**src/rtl/hazard_ctrl_pkg.sv**
```systemverilog
// Shared definitions for the pipeline hazard controller.
package hazard_ctrl_pkg;

  localparam int unsigned REG_AW          = 5;
  localparam int unsigned CNT_W           = 32;
  localparam int unsigned WAIT_W          = 8;
  localparam int unsigned TIMEOUT_DEFAULT = 255;

  localparam logic [REG_AW-1:0] ZERO_REG = REG_AW'(0);

  typedef enum logic {
    ST_RUN   = 1'b0,
    ST_MWAIT = 1'b1
  } hz_state_e;

endpackage

```
**src/rtl/hazard_ctrl_if.sv**
```systemverilog
// Pipeline-side signals of the hazard controller; the pipeline is master, the controller slave.
interface hazard_ctrl_if;
  import hazard_ctrl_pkg::*;

  logic [REG_AW-1:0] D_rs1_i;
  logic [REG_AW-1:0] D_rs2_i;
  logic              D_use_rs1_i;
  logic              D_use_rs2_i;
  logic              DD_load_i;
  logic [REG_AW-1:0] DD_dstE_i;
  logic              E_jmp_sel_i;
  logic              ED_mem_req_i;
  logic              dmem_ready_i;

  logic              PC_stall_o;
  logic              F_stall_o;
  logic              D_stall_o;
  logic              E_stall_o;
  logic              F_bubble_o;
  logic              D_bubble_o;
  logic              M_bubble_o;
  logic [CNT_W-1:0]  stall_cnt_o;
  logic [CNT_W-1:0]  flush_cnt_o;
  logic              mem_timeout_o;

  modport master (
    output D_rs1_i, D_rs2_i, D_use_rs1_i, D_use_rs2_i, DD_load_i, DD_dstE_i,
           E_jmp_sel_i, ED_mem_req_i, dmem_ready_i,
    input  PC_stall_o, F_stall_o, D_stall_o, E_stall_o,
           F_bubble_o, D_bubble_o, M_bubble_o,
           stall_cnt_o, flush_cnt_o, mem_timeout_o
  );

  modport slave (
    input  D_rs1_i, D_rs2_i, D_use_rs1_i, D_use_rs2_i, DD_load_i, DD_dstE_i,
           E_jmp_sel_i, ED_mem_req_i, dmem_ready_i,
    output PC_stall_o, F_stall_o, D_stall_o, E_stall_o,
           F_bubble_o, D_bubble_o, M_bubble_o,
           stall_cnt_o, flush_cnt_o, mem_timeout_o
  );

endinterface

```
**src/rtl/hazard_ctrl_mem_wait_timer.sv**
```systemverilog
// Memory-wait cycle counter with sticky timeout flag.
module mem_wait_timer
  import hazard_ctrl_pkg::*;
#(
  parameter int unsigned TIMEOUT = TIMEOUT_DEFAULT
) (
  input  logic clk_i,
  input  logic rst,
  input  logic enter_i,
  input  logic in_wait_i,
  output logic timeout_o
);

  localparam logic [WAIT_W-1:0] LIMIT = WAIT_W'(TIMEOUT);

  logic [WAIT_W-1:0] cnt_q;
  logic [WAIT_W-1:0] cnt_nxt;
  logic              timeout_q;

  // Clear on entry to the wait, count each waiting cycle, saturate at the limit.
  always_comb begin
    cnt_nxt = cnt_q;
    if (enter_i) begin
      cnt_nxt = '0;
    end else if (in_wait_i && (cnt_q != LIMIT)) begin
      cnt_nxt = cnt_q + WAIT_W'(1);
    end
  end

  // Counter register and sticky flag; the flag sets as the count reaches the limit.
  always_ff @(posedge clk_i or posedge rst) begin
    if (rst) begin
      cnt_q     <= '0;
      timeout_q <= 1'b0;
    end else begin
      cnt_q <= cnt_nxt;
      if (in_wait_i && (cnt_nxt == LIMIT)) begin
        timeout_q <= 1'b1;
      end
    end
  end

  assign timeout_o = timeout_q;

endmodule

```
**src/rtl/hazard_ctrl.sv**
```systemverilog
// Pipeline hazard controller: memory-wait stall, redirect flush and load-use interlock.
module hazard_ctrl
  import hazard_ctrl_pkg::*;
#(
  parameter int unsigned TIMEOUT = TIMEOUT_DEFAULT
) (
  input  logic          clk_i,
  input  logic          rst,
  hazard_ctrl_if.slave  bus
);

  hz_state_e        state_q;
  logic             mem_stall;
  logic             load_hit;
  logic             redirect;
  logic             lu_stall;
  logic             pc_stall, f_stall, d_stall, e_stall;
  logic             f_bubble, d_bubble, m_bubble;
  logic [CNT_W-1:0] stall_cnt_q;
  logic [CNT_W-1:0] flush_cnt_q;
  logic             mem_timeout;

  // Hazard detection and prioritised stall/bubble decode (memory > redirect > load-use).
  always_comb begin
    pc_stall = 1'b0;
    f_stall  = 1'b0;
    d_stall  = 1'b0;
    e_stall  = 1'b0;
    f_bubble = 1'b0;
    d_bubble = 1'b0;
    m_bubble = 1'b0;
    redirect = 1'b0;
    lu_stall = 1'b0;

    if (state_q == ST_RUN) begin
      mem_stall = bus.ED_mem_req_i && !bus.dmem_ready_i;
    end else begin
      mem_stall = !bus.dmem_ready_i;
    end

    load_hit = bus.DD_load_i && (bus.DD_dstE_i != ZERO_REG) &&
               ((bus.D_use_rs1_i && (bus.D_rs1_i == bus.DD_dstE_i)) ||
                (bus.D_use_rs2_i && (bus.D_rs2_i == bus.DD_dstE_i)));

    if (rst) begin
      f_bubble = 1'b1;
      d_bubble = 1'b1;
      m_bubble = 1'b1;
    end else if (mem_stall) begin
      pc_stall = 1'b1;
      f_stall  = 1'b1;
      d_stall  = 1'b1;
      e_stall  = 1'b1;
      m_bubble = 1'b1;
    end else if (bus.E_jmp_sel_i) begin
      redirect = 1'b1;
      f_bubble = 1'b1;
      d_bubble = 1'b1;
    end else if (load_hit) begin
      lu_stall = 1'b1;
      pc_stall = 1'b1;
      f_stall  = 1'b1;
      d_bubble = 1'b1;
    end
  end

  // RUN/MWAIT state register.
  always_ff @(posedge clk_i or posedge rst) begin
    if (rst) begin
      state_q <= ST_RUN;
    end else begin
      case (state_q)
        ST_RUN:   if (bus.ED_mem_req_i && !bus.dmem_ready_i) state_q <= ST_MWAIT;
        ST_MWAIT: if (bus.dmem_ready_i) state_q <= ST_RUN;
        default:  state_q <= ST_RUN;
      endcase
    end
  end

  // Lost-cycle and redirect counters, free-running modulo 2^32.
  always_ff @(posedge clk_i or posedge rst) begin
    if (rst) begin
      stall_cnt_q <= '0;
      flush_cnt_q <= '0;
    end else begin
      if (mem_stall || lu_stall) stall_cnt_q <= stall_cnt_q + CNT_W'(1);
      if (redirect)              flush_cnt_q <= flush_cnt_q + CNT_W'(1);
    end
  end

  mem_wait_timer #(
    .TIMEOUT (TIMEOUT)
  ) u_timer (
    .clk_i     (clk_i),
    .rst       (rst),
    .enter_i   ((state_q == ST_RUN) && mem_stall),
    .in_wait_i (state_q == ST_MWAIT),
    .timeout_o (mem_timeout)
  );

  assign bus.PC_stall_o    = pc_stall;
  assign bus.F_stall_o     = f_stall;
  assign bus.D_stall_o     = d_stall;
  assign bus.E_stall_o     = e_stall;
  assign bus.F_bubble_o    = f_bubble;
  assign bus.D_bubble_o    = d_bubble;
  assign bus.M_bubble_o    = m_bubble;
  assign bus.stall_cnt_o   = stall_cnt_q;
  assign bus.flush_cnt_o   = flush_cnt_q;
  assign bus.mem_timeout_o = mem_timeout;

endmodule

```
**src/flat_wrapper.sv**
```systemverilog
// flat-port wrapper written by rule: the top's interface ports become plain ports
module hazard_ctrl_flat import hazard_ctrl_pkg::*;
#(
  parameter int unsigned TIMEOUT = TIMEOUT_DEFAULT
)
  (clk_i, rst, bus_D_rs1_i, bus_D_rs2_i, bus_D_use_rs1_i, bus_D_use_rs2_i, bus_DD_load_i, bus_DD_dstE_i, bus_E_jmp_sel_i, bus_ED_mem_req_i, bus_dmem_ready_i, bus_PC_stall_o, bus_F_stall_o, bus_D_stall_o, bus_E_stall_o, bus_F_bubble_o, bus_D_bubble_o, bus_M_bubble_o, bus_stall_cnt_o, bus_flush_cnt_o, bus_mem_timeout_o);
  hazard_ctrl_if bus_i ();
  input  logic clk_i;
  input  logic rst;
  input wire logic [$bits(bus_i.D_rs1_i)-1:0] bus_D_rs1_i;
  input wire logic [$bits(bus_i.D_rs2_i)-1:0] bus_D_rs2_i;
  input wire logic [$bits(bus_i.D_use_rs1_i)-1:0] bus_D_use_rs1_i;
  input wire logic [$bits(bus_i.D_use_rs2_i)-1:0] bus_D_use_rs2_i;
  input wire logic [$bits(bus_i.DD_load_i)-1:0] bus_DD_load_i;
  input wire logic [$bits(bus_i.DD_dstE_i)-1:0] bus_DD_dstE_i;
  input wire logic [$bits(bus_i.E_jmp_sel_i)-1:0] bus_E_jmp_sel_i;
  input wire logic [$bits(bus_i.ED_mem_req_i)-1:0] bus_ED_mem_req_i;
  input wire logic [$bits(bus_i.dmem_ready_i)-1:0] bus_dmem_ready_i;
  output wire logic [$bits(bus_i.PC_stall_o)-1:0] bus_PC_stall_o;
  output wire logic [$bits(bus_i.F_stall_o)-1:0] bus_F_stall_o;
  output wire logic [$bits(bus_i.D_stall_o)-1:0] bus_D_stall_o;
  output wire logic [$bits(bus_i.E_stall_o)-1:0] bus_E_stall_o;
  output wire logic [$bits(bus_i.F_bubble_o)-1:0] bus_F_bubble_o;
  output wire logic [$bits(bus_i.D_bubble_o)-1:0] bus_D_bubble_o;
  output wire logic [$bits(bus_i.M_bubble_o)-1:0] bus_M_bubble_o;
  output wire logic [$bits(bus_i.stall_cnt_o)-1:0] bus_stall_cnt_o;
  output wire logic [$bits(bus_i.flush_cnt_o)-1:0] bus_flush_cnt_o;
  output wire logic [$bits(bus_i.mem_timeout_o)-1:0] bus_mem_timeout_o;
  assign bus_i.D_rs1_i = bus_D_rs1_i;
  assign bus_i.D_rs2_i = bus_D_rs2_i;
  assign bus_i.D_use_rs1_i = bus_D_use_rs1_i;
  assign bus_i.D_use_rs2_i = bus_D_use_rs2_i;
  assign bus_i.DD_load_i = bus_DD_load_i;
  assign bus_i.DD_dstE_i = bus_DD_dstE_i;
  assign bus_i.E_jmp_sel_i = bus_E_jmp_sel_i;
  assign bus_i.ED_mem_req_i = bus_ED_mem_req_i;
  assign bus_i.dmem_ready_i = bus_dmem_ready_i;
  assign bus_PC_stall_o = bus_i.PC_stall_o;
  assign bus_F_stall_o = bus_i.F_stall_o;
  assign bus_D_stall_o = bus_i.D_stall_o;
  assign bus_E_stall_o = bus_i.E_stall_o;
  assign bus_F_bubble_o = bus_i.F_bubble_o;
  assign bus_D_bubble_o = bus_i.D_bubble_o;
  assign bus_M_bubble_o = bus_i.M_bubble_o;
  assign bus_stall_cnt_o = bus_i.stall_cnt_o;
  assign bus_flush_cnt_o = bus_i.flush_cnt_o;
  assign bus_mem_timeout_o = bus_i.mem_timeout_o;
  hazard_ctrl #(.TIMEOUT(TIMEOUT)) u_core (.clk_i(clk_i), .rst(rst), .bus(bus_i));
endmodule
```
**config.mk**
```make
export PLATFORM = sky130hd
export DESIGN_NAME = hazard_ctrl_flat
export DESIGN_NICKNAME = d
export VERILOG_FILES = /design/src/rtl/hazard_ctrl_pkg.sv /design/src/rtl/hazard_ctrl_if.sv /design/src/rtl/hazard_ctrl_mem_wait_timer.sv /design/src/rtl/hazard_ctrl.sv /design/src/flat_wrapper.sv
export SDC_FILE = /design/constraint.sdc
export NUM_CORES = 1
export LEC_CHECK = 0
export ABC_AREA = 1
export BUFFER_PORTS_ARGS = -buffer_cell sky130_fd_sc_hd__buf_2
export CORE_UTILIZATION = 36
export DETAILED_ROUTE_END_ITERATION = 7
export PLACE_DENSITY = 0.57
export SYNTH_ARGS = -nofsm -noshare
export SYNTH_HDL_FRONTEND = slang
export SYNTH_SLANG_ARGS = --single-unit
```
**constraint.sdc**
```tcl
create_clock -name clk_i -period 5.6 [get_ports clk_i]
set_input_delay 0.56 -clock clk_i [delete_from_list [all_inputs] [get_ports clk_i]]
set_output_delay 0.56 -clock clk_i [all_outputs]
set_load 0.01 [all_outputs]
```
Word-level counts from Yosys, hierarchy flattened:

Cells that the tools add are included.

* mux-type cells: 22
* equal/unequal tests: 4
* reduce and logical (&&, ||, !) cells: 12
* add/subtract/negate cells: 3
* bitwise logic cells: 1

Operators by type and width (number)
* 32-bit by 1-bit adder with 32-bit output, second input constant: 2
* 1-bit two-way mux: 19
* 8-bit two-way mux: 2
* 5-bit == test: 2
* 8-bit by 1-bit adder with 8-bit output, second input constant: 1
* 8-bit == test, second input constant: 1
* 1-bit logical AND: 8
* 8-bit inequality test, second input constant: 1
* 5-bit nonzero test: 1
* 1-bit logical OR: 2
* 1-bit case mux with 2 select lines: 1
* 1-bit logical NOT: 1
* 1-bit inverter: 1

* input bits: 23
* register bits after elaboration: 74
* output and inout bits: 72

Depth between registers and ports, before layout:

* word-level depth: 9
* mapped depth: 12

Cells and area by module:

A second synthesis with hierarchy kept.

* cells, all modules: 725
* area total of the unflattened synthesis: 4982.3 um2

By module, submodules not included
* hazard_ctrl: seq. area each 1626.6 um2, area each 4408.0 um2, cells an instance 651, times used 1
* mem_wait_timer: seq. area each 225.2 um2, area each 574.3 um2, cells an instance 74, times used 1

Worst setup path before layout:

No wires, ideal clock.

* path kind: input port to flip-flop
* start point: input port rst
* end point: register u_core.flush_cnt_q[18] (netlist: u_core.bus.flush_cnt_o[18])
* arrival: 3.204 ns
* path buffers: 0
* data required time: 5.477 ns
* library setup time: 0.123 ns
* slack: 2.273 ns
* stages on the path: 7
* cells stage by stage: inv_1 > nand3_2 > nor2_2 > nand2_2 > nor2_4 > nand3_1 > xor2_1

* longest elaborated chain between the ends: 1

Ends and longest elaborated chain
* start: declaration: RTL line flat_wrapper.sv:9 `input logic rst;`
* 1-bit two-way mux: RTL line hazard_ctrl.sv:45 `if (rst) begin`
* end signal: assignment: RTL line hazard_ctrl.sv:87 `if (redirect) flush_cnt_q <= flush_cnt_q + CNT_W'(1);`
* end: declaration: RTL line hazard_ctrl.sv:20 `logic [CNT_W-1:0] flush_cnt_q;`

No other way between the ends.
A chain may end at the register's enable or synchronous reset.

Worst setup path in the final report:

* start point: input port bus_DD_dstE_i[0]
* end point: output port bus_F_stall_o

* longest elaborated chain between the ends: 8
* elaborated cells between the ends (all ways): 12
* classes of those cells: eq/ne (2); mux (4); reduce/logical (6)

Ends and longest elaborated chain
* start: declaration: RTL line flat_wrapper.sv:15 `input wire logic [$bits(bus_i.DD_dstE_i)-1:0] bus_DD_dstE_i;`
* 5-bit == test, on equally long branches: RTL line hazard_ctrl.sv:42, hazard_ctrl.sv:43
* 1-bit logical AND, on equally long branches: RTL line hazard_ctrl.sv:42, hazard_ctrl.sv:43
* 1-bit logical OR: RTL line hazard_ctrl.sv:42 `((bus.D_use_rs1_i && (bus.D_rs1_i == bus.DD_dstE_i)) ||`
* 1-bit logical AND (*): RTL line hazard_ctrl.sv:41 `load_hit = bus.DD_load_i && (bus.DD_dstE_i != ZERO_REG) &&`
* 1-bit two-way mux (*): RTL line hazard_ctrl.sv:59 `end else if (load_hit) begin`
* 1-bit two-way mux (*): RTL line hazard_ctrl.sv:55 `end else if (bus.E_jmp_sel_i) begin`
* 1-bit two-way mux (*): RTL line hazard_ctrl.sv:49 `end else if (mem_stall) begin`
* 1-bit two-way mux (*): RTL line hazard_ctrl.sv:45
* end: declaration: RTL line flat_wrapper.sv:20 `output wire logic [$bits(bus_i.F_stall_o)-1:0] bus_F_stall_o;`

Every way passes the cells marked *; elsewhere a longest branch is shown, timed or not.

==> out/qor.txt <==
SYNTHESIS
-------------------------------------------------------------------------------------------------
Share of the yosys chip area belonging to registers ................................       39.35%
Syn Std Cell Area .................................................................. 0.004706 sq mm
Cell with the most instances after synthesis .......................................      nand2_1
Post-synth EDFFs ...................................................................            0
Number of synthesized register bits ................................................           74
Number of distinct library cell variants in the gate-level netlist after synthesis .           25
Cell type with the highest aggregate area in the netlist ...........................      dfrtp_1
Total of warnings raised by yosys ..................................................            0
Share of async-settable or async-resettable flops after synthesis ..................       100.0%
Synthesized area divided by synthesized cell count .................................  6.930 sq um
Nets in the synthesized netlist ....................................................          705
Mapped Cells .......................................................................          679
Commonest cells post-synth ......................................................... nand2_1 (234), nor2_1 (85), dfrtp_1 (74)
Top cells by area, synth ........................................................... dfrtp_1 (39%), nand2_1 (19%), xor2_1 (7.8%)
Synth Flop Type ....................................................................      dfrtp_1
Yosys top cell area share ..........................................................       39.35%

CLOCKING
-------------------------------------------------------------------------------------------------
Worst-case clock buffer depth ......................................................            2
Clk Tree Root Cell .................................................................    clkbuf_16
Quantity of gates resized following cts ............................................            0
Clock Pin Slew Worst Setup and Hold Paths ..........................................      0.06 ns
Count of H-tree levels built during CTS ............................................            3
CTS tree ...........................................................................          yes
Inserted Clock Buffers .............................................................            9
Number of buffers inserted by hold repair at cts ...................................            0
Num Clock Sinks ....................................................................           74
Number of setup buffers added after CTS ............................................            0
Worst-Skew Late Latency ............................................................      0.34 ns

SETUP PATH
-------------------------------------------------------------------------------------------------
Launching element type of the critical path ........................................ primary input
Critical path, cell by cell ........................................................ buf_2 -> inv_1 -> nand2_1 -> o21ai_0 -> nor2_1 -> nand4_1 -> nand2_1 -> nand3_2 -> o21ai_0 -> buf_2
Kind of critical path ..............................................................       in2out
Data arrival time of the critical path .............................................      2.28 ns
Slowest CP cell ....................................................................      nand3_2
Slowest stage delay, CP ............................................................      0.56 ns
Flop-to-flop setup slack ...........................................................      2.76 ns
Crit-path max FO ...................................................................           34
Endpoint type of the worst setup path ..............................................  output port
Required time of the critical path .................................................      5.04 ns

ROUTE
-------------------------------------------------------------------------------------------------
Total via count after detailed routing .............................................         4591
Routed wire length .................................................................     12290 um
Vias per cell ......................................................................        4.848
DRC violations left ................................................................            0
Starting DRC count in detailed routing .............................................          305
First-pass iteration count of the detailed router ..................................            5
Routed length per placed instance ..................................................     12.98 um
Antenna Violating Nets Remaining ...................................................            0

FLOORPLAN
-------------------------------------------------------------------------------------------------
Cell row count .....................................................................           41
Floorplan die height ...............................................................     116.3 um
Die area ........................................................................... 0.01353 sq mm
Placeable Area ..................................................................... 0.01267 sq mm
Starting density of the core .......................................................       37.14%
Boundary pin count .................................................................           95
Horizontal die dimension ...........................................................     116.3 um

PLACE
-------------------------------------------------------------------------------------------------
Placed standard-cell area .......................................................... 0.005330 sq mm
Last weighted congestion value of the routability-driven placer ....................       0.8319
I/O Buffers ........................................................................           94
Detailed Place HPWL ................................................................      9220 um

TIMING
-------------------------------------------------------------------------------------------------
Slew @ Worst Pin ...................................................................     1.056 ns
Setup tns final ....................................................................         0 ns
Part of the cycle the worst path needs .............................................       50.71%
Max_slew headroom ..................................................................       29.45%
Min Tclk post-route ................................................................     2.839 ns
Max Clock Skew .....................................................................  0.006824 ns
Final-report hold violation count ..................................................            0
Slew Viols, Final ..................................................................            0
Highest Clock Rate .................................................................    352.2 MHz
Unrepaired setup endpoints after global routing ....................................        false
Endpoints failing setup ............................................................            0

CELLS AND AREA
-------------------------------------------------------------------------------------------------
Area of combinational cells with multiple inputs ................................... 0.002519 sq mm
Net count, final ...................................................................          797
Fraction of final layout cells sized beyond drive strength 1 .......................       15.61%
Summed area of non-filler cells in the final layout ................................ 0.005623 sq mm
Area growth, synth to finish .......................................................       19.49%
Antenna cells ......................................................................            0
Sequential cell area ............................................................... 0.001852 sq mm
Count of fill cells added during filler insertion ..................................         1372

PWR
-------------------------------------------------------------------------------------------------
Cell Pwr Density ................................................................... 263.7 mW/mm^2
Leakage power total ................................................................     2.957 nW
PnR Total Power ....................................................................     1.483 mW
Highest ir drop seen on vdd ........................................................  0.0001908 V

FLOW RUN
-------------------------------------------------------------------------------------------------
Max-cap violations .................................................................            0

GLOBAL ROUTING
-------------------------------------------------------------------------------------------------
Vias in the first global route .....................................................         4216
Initial antenna violation count ....................................................            0
Total Routing Usage GR .............................................................       19.11%
Overall overflow remaining after global route ......................................            0
Global-route wire length before repair .............................................     20250 um
Pin count of the biggest net entering global routing ...............................           76

WORST HOLD PATH
-------------------------------------------------------------------------------------------------
Worst min path class ...............................................................       in2reg

STATUS
-------------------------------------------------------------------------------------------------
Outcome ............................................................................ complete, no violations

placed cells by master, fill, tap and decap left out, types with 2 or more instances in the layout:
cell type	count
nor3_1	28
inv_2	2
a21oi_1	3
nand3_2	2
buf_2	94
nor2_4	2
o21ai_0	10
nand3b_1	7
xnor2_1	13
dfrtp_1	74
clkbuf_16	9
nor2_2	2
nand2_1	234
xor2_1	42
nand4_1	17
nor2_1	85
ha_1	3
nand3_1	66
clkinvlp_4	2
nand2_2	2
nor3b_1	2
inv_1	69
routing by layer:
layer | track usage [%] | share of wire [%] | vias to the layer above
met5 | 0 | 0 | -
met4 | 7.778 | 1.9 | 0
met3 | 2.802 | 4.3 | 20
met2 | 30.06 | 46 | 128
met1 | 26.31 | 48 | 2124
li1 | - | - | 2319
stage by stage:
step	hold WS, ns	util, %	worst slack (ns)	instances
2_1_floorplan	0.5000	-	2.273	679
4_1_cts	0.3917	44.38	2.743	947
3_3_place_gp	0.4578	42.07	2.527	932
6_report	0.4000	44.38	2.761	947
5_1_grt	0.4036	44.38	2.465	947
3_5_place_dp	0.4491	42.07	2.482	932
cell families after synthesis:
kind of cell / synth area share, %
flops: 39.35
simple gates: 40.71
compound gates: 1.781
xor+xnor: 10.24
fa+ha+maj: 0.7977
buf+inv: 7.126
power breakdown:
part	total (mW)	internal, mW	switching, mW
logic	0.245	0.0958	0.149
registers	0.660	0.585	0.0748
clock network	0.578	0.344	0.234
state kept, by name (all words and copies together) (netlist names):
name / flops
u_core.bus.flush_cnt_o: 32
u_core.bus.stall_cnt_o: 32
u_core.u_timer.cnt_q: 8
u_core.state_q: 1
u_core.u_timer.timeout_o: 1
final cells by class:
cell class,count,area share (%)
Clock inverter,6,1.202
Timing Repair Buffer,95,8.500
Multi-Input combinational cell,520,44.79
Sequential cell,74,32.93
Tap cell,172,3.827
Inverter,71,4.740
Clock buffer,9,4.005
final timing paths:
kind | start | end | cells past startpoint
worst max register to register | u_core.state_q$_DFF_PP0_ | u_core.bus.flush_cnt_o[24]$_DFFE_PP0P_ | 7
worst min-delay path | bus_dmem_ready_i | u_core.state_q$_DFF_PP0_ | 2
worst min register to register | u_core.u_timer.timeout_o$_DFFE_PP0P_ | u_core.u_timer.timeout_o$_DFFE_PP0P_ | 2
min in group asynchronous | rst | u_core.u_timer.timeout_o$_DFFE_PP0P_ | 3
worst max-delay path | bus_DD_dstE_i[0] | bus_F_stall_o | 10
max in group asynchronous | rst | u_core.bus.flush_cnt_o[16]$_DFFE_PP0P_ | 3
critical path, delay by kind of cell:
| family | cells | cell delay [ns] |
|---|---|---|
| simple gates | 5 | 0.95 |
| compound gates | 2 | 0.42 |
| buf+inv | 3 | 0.34 |
(Power assumes the default switching activity.)
